`src/rtl/ar_access_sched.sv`:
```
// ar_access_sched: arbitrates AR and the memory port between instruction fetch and data access.
// Define AR_SCHED_TIMEOUT_EN to bound ACCESS at MAX_WAIT cycles and flag sticky timeout_err.
module ar_access_sched #(
  parameter int AW = 16,
  parameter int STARVE_LIM = 3,
  parameter int MAX_WAIT = 7
) (
  input  logic          clk,
  input  logic          rst,
  input  logic          fetch_req,
  input  logic          fetch_seq,
  input  logic [AW-1:0] fetch_addr,
  input  logic          data_req,
  input  logic          data_we,
  input  logic [AW-1:0] data_addr,
  input  logic          mem_rdy,
  output logic          ar_load,
  output logic          ar_inc,
  output logic [AW-1:0] ar_din,
  output logic          mem_rd,
  output logic          mem_wr,
  output logic          fetch_ack,
  output logic          data_ack,
  output logic          busy,
  output logic          timeout_err
);
  localparam int SW = $clog2(STARVE_LIM + 1);
  localparam logic [SW-1:0] SLIM = SW'(STARVE_LIM);
  typedef enum logic [1:0] {IDLE, ADDR, ACCESS, DONE} state_t;
  state_t state, state_nx;
  logic [AW-1:0] addr_q;
  logic is_data, we_q, inc_q, ar_valid, gnt_f, fin;
  logic [SW-1:0] starve_cnt;
  assign gnt_f = fetch_req && (!data_req || starve_cnt == SLIM);
`ifdef AR_SCHED_TIMEOUT_EN
  localparam int CW = $clog2(MAX_WAIT + 1);
  localparam logic [CW-1:0] WLIM = CW'(MAX_WAIT);
  logic [CW-1:0] wait_cnt;
  logic tmo, terr_q;
  assign tmo = wait_cnt == WLIM && !mem_rdy;
  assign fin = mem_rdy || tmo;
  assign timeout_err = terr_q;
  always_ff @(posedge clk or negedge rst)
    if (!rst) begin
      wait_cnt <= '0;
      terr_q <= 1'b0;
    end else begin
      wait_cnt <= state == ACCESS ? wait_cnt + 1'b1 : CW'(1);
      if (state == ACCESS && tmo) terr_q <= 1'b1;
    end
`else
  assign fin = mem_rdy;
  assign timeout_err = 1'b0;
`endif
  always_ff @(posedge clk or negedge rst)
    if (!rst) begin
      state <= IDLE;
      addr_q <= '0;
      is_data <= 1'b0;
      we_q <= 1'b0;
      inc_q <= 1'b0;
      ar_valid <= 1'b0;
      starve_cnt <= '0;
    end else begin
      state <= state_nx;
      if (state == IDLE && (fetch_req || data_req)) begin
        addr_q <= gnt_f ? fetch_addr : data_addr;
        is_data <= !gnt_f;
        we_q <= !gnt_f && data_we;
        inc_q <= gnt_f && fetch_seq && ar_valid;
        starve_cnt <= gnt_f ? '0 : (fetch_req && starve_cnt != SLIM) ? starve_cnt + 1'b1 : starve_cnt;
      end
      if (state == ADDR && !inc_q) ar_valid <= 1'b1;
    end
  always_comb begin
    state_nx = state == IDLE ? ((fetch_req || data_req) ? ADDR : IDLE) :
               state == ADDR ? ACCESS :
               state == ACCESS ? (fin ? DONE : ACCESS) : IDLE;
    ar_load = state == ADDR && !inc_q;
    ar_inc = state == ADDR && inc_q;
    ar_din = (state == ADDR && !inc_q) ? addr_q : '0;
    mem_rd = state == ACCESS && !we_q;
    mem_wr = state == ACCESS && we_q;
    fetch_ack = state == DONE && !is_data;
    data_ack = state == DONE && is_data;
    busy = state != IDLE;
  end
endmodule

```
`config.mk`:
```
export PLATFORM = sky130hd
export DESIGN_NAME = ar_access_sched
export DESIGN_NICKNAME = d
export VERILOG_FILES = /design/src/rtl/ar_access_sched.sv
export SDC_FILE = /design/constraint.sdc
export NUM_CORES = 1
export LEC_CHECK = 0
export BUFFER_PORTS_ARGS = -buffer_cell sky130_fd_sc_hd__buf_2
export CAP_MARGIN = 25
export CORE_MARGIN = 2
export CORE_UTILIZATION = 46
export CTS_BUF_LIST = sky130_fd_sc_hd__clkbuf_4 sky130_fd_sc_hd__clkbuf_8 sky130_fd_sc_hd__clkbuf_16
export DETAILED_ROUTE_END_ITERATION = 16
export PLACE_DENSITY = 0.82
export SKIP_CTS_REPAIR_TIMING = 1
export SYNTH_ARGS = -nofsm -noshare
export SYNTH_HDL_FRONTEND = slang
export SYNTH_SLANG_ARGS = --single-unit
```
`constraint.sdc`:
```
create_clock -name clk -period 1.9 [get_ports clk]
set_input_delay 0.57 -clock clk [delete_from_list [all_inputs] [get_ports clk]]
set_output_delay 0.57 -clock clk [all_outputs]
set_load 0.01 [all_outputs]
```
==> summary.txt <==
Yosys
  • Post-synthesis sequential area ratio: 44.7%
  • Largest family of logic cells by synthesized area: compound AO/OA/AOI/OAI gates
  • Most numerous cell in the Yosys netlist: dfrtp_1
  • Syn nets: 197
  • Avg Cell Area, Syn: 8.79 sq um
  • Synth warn: 0
  • EDFF count, synth: 0
  • Async set-reset flop share out of synthesis: 100%
  • Synth Register Bits: 24
  • Cell taking the most area after synthesis: dfrtp_1
  • Cell area after synthesis: 1350 sq um
  • Synth Area in Adders: 4.65%
  • Top FF cell, synth: dfrtp_1
  • Post-Synth XOR/XNOR Area: 0%
  • Area contributors post-synth: dfrtp_1 (45%), and2_1 (8.8%), a31oi_1 (7.9%)
  • Cells after synthesis: 153
  • Synth cell count leaders: dfrtp_1 (24), and2_1 (19), o21ai_0 (19)
  • Synth unique cells: 25
  • Portion of netlist area occupied by mux cells: 0%
  • Synth top area share: 44.7%
  • Post-synthesis simple-gate area fraction: 18.4%
  • Synth Area in Compound Gates: 23.9%

Critical path
  • CP Class: reg -> out
  • Worst Path Arrival: 1.59 ns
  • Worst Path Required: 1.33 ns
  • Worst Setup Start Kind: register
  • Setup crit end kind: output port
  • Worst r2r path cells: 4
  • Max FO, Critical Path: 5

Route
  • Via count: 1,394
  • WL/cell: 15.6 microns
  • Vias per Instance: 5.55
  • Iteration count of the initial detailed-routing pass: 4
  • Starting DRC count in detailed routing: 64
  • Post-route ant nets: 0
  • DRC viols: 0
  • WL final: 3.91 mm

Global routing
  • Vias in the first global route: 1,255
  • M2 GR Usage: 33.9%
  • Largest net degree at the start of global routing: 25
  • Global Route met3 Usage: 2.90%
  • Initial antenna violation count: 0
  • First-pass GRT wire length: 5.66 mm
  • GRT overflow: 0
  • Met1 global-route usage: 30.4%
  • Total GRT Usage: 21.7%
  • Gr busiest metal: met2

Clock network
  • Clock buffers created by TritonCTS: 3
  • Htree depth: 1
  • Clock root buffer master: clkbuf_4
  • CTS clock-pin slew for the worst setup and hold paths: 0.13 ns
  • CTS tree: yes
  • Clock Latency Late Sink: 0.31 ns
  • # clock sinks: 24
  • Clock tree buffer depth: 2

Layout
  • Filler instances: 222
  • Area delta synth->final: 43.2%
  • Final net count: 265
  • # diodes: 0
  • Layout cells sized above 1: 46.4%

Pwr
  • Worst vdd ir: 0.938 mV
  • Lkg Pwr: 0.000941 uW
  • Cell area power density: 1430 nW/um^2

Place
  • I/O Buffers: 61
  • GPL Wtd Cong: 0.790
  • Dpl hpwl: 2.40 mm

Floorplanning
  • Core Region: 2760 sq um
  • Full die area: 3370 sq um
  • Row cnt: 19
  • Io pins: 63
  • Die Wd: 58.1 microns
  • Initial Utilization: 48.8%
  • Die H: 58.1 microns

STA
  • RSZ-0062 raised after global routing: yes
  • Final Worst Setup Slack: -0.264 ns
  • Finish-stage setup viols: 21
  • Max Slew Vio Count: 0
  • Fmax: 462 MHz
  • Post-route minimum period: 2.16 ns
  • Final period utilization: 114%
  • Slew headroom: 64.5%
  • Worst-margin pin slew: 0.532 ns
  • Setup Skew: 0.00381 ns
  • Setup TNS: -4.27 ns
  • Final Hold Viols: 0
  • Fin Hold WS: 0.214 ns

Status
  • Failing checks: negative setup slack
  • Status: finished, violations left

Min path
  • Min-Delay Path Class: in -> async

Run
  • Maxcap violations: 0
[layer usage]
| layer | wire length [microns] | up-vias |
|---|---|---|
| met3 | 306 | 4 |
| met1 | 1600 | 650 |
| met2 | 1960 | 78 |
| met4 | 48 | 0 |
| li1 | - | 662 |
| met5 | 0 | - |
[kinds of logic (layout without fill, tap and decap cells)]
family | count (synthesis) | after routing
AOI/OAI and AO/OA | 58 | 58
and+or+nand+nor | 48 | 48
DFF | 24 | 24
buffers and inverters | 17 | 84
adders and majority gates | 5 | 5
other | 1 | 1
[per-stage QoR]
step	power (uW)	setup slack, ns	instance area (sq um)	std cells	utilization (%)
floorplan	1650	0.0768	1350	153	-
global placement	1990	0.104	1650	240	59.9
detailed placement	2030	0.0638	1650	240	59.9
CTS	2290	-0.302	1690	244	61.2
global route	2960	-0.324	1930	251	69.8
finish	2760	-0.264	1930	251	69.8
[report_power, final]
part           switching [uW]  leakage, uW  internal (uW)
Combinational             744     0.000646            829
Sequential                163     0.000273            749
Clock                     155    0.0000210            117
Total                    1060     0.000941           1690
[critical path, cell delays in order, from the launching register on]
cell and delay (ns):
dfrtp_1 0.44, inv_2 0.10, ha_4 0.13, inv_2 0.04, nor2_4 0.17, buf_6 0.16
and2_4 0.14, buf_6 0.09
[cell usage in the layout (no fill, tap or decap), drive strengths merged]
cell type  synthesis  final
a31oi             17     17
o21a               1      1
nor4               1      1
nand2b             1      1
dfrtp             24     24
buf               11     75
a21oi             16     16
clkbuf             1      4
nor2              18     18
nand4              1      1
a21o               1      1
and2              19     19
nand2              4      4
a41o               1      1
and2b              1      1
inv                5      5
o21ai             22     22
conb               1      1
ha                 5      5
or2                1      1
nor2b              2      2
[sequential cells by signal, indices dropped and copies added (netlist names)]
register,count
addr_q,16
ar_valid,1
inc_q,1
is_data,1
starve_cnt,2
state,2
we_q,1
[final timing paths]
path	to	slack (ns)	from
min in group clk	addr_q[9]	0.49	data_addr[9]
worst max-delay path	ar_din[11]	-0.26	state[1]
worst min register to register	ar_valid	0.50	ar_valid
worst max register to register	addr_q[2]	0.44	starve_cnt[0]
max in group asynchronous	inc_q	1.33	rst
worst min-delay path	addr_q[11]	0.21	rst
[final cells by class]
cell class              count  area (sq um)  share of cell area (%)
repair buffers             75           526                    27.3
clock buffers               4          36.3                    1.88
well taps                  31          38.8                    2.01
flip-flops and latches     24           601                    31.2
multi-input cells         112           706                    36.6
inverters                   5          18.8                   0.975
Note: power is estimated with default switching activity, not from simulation.
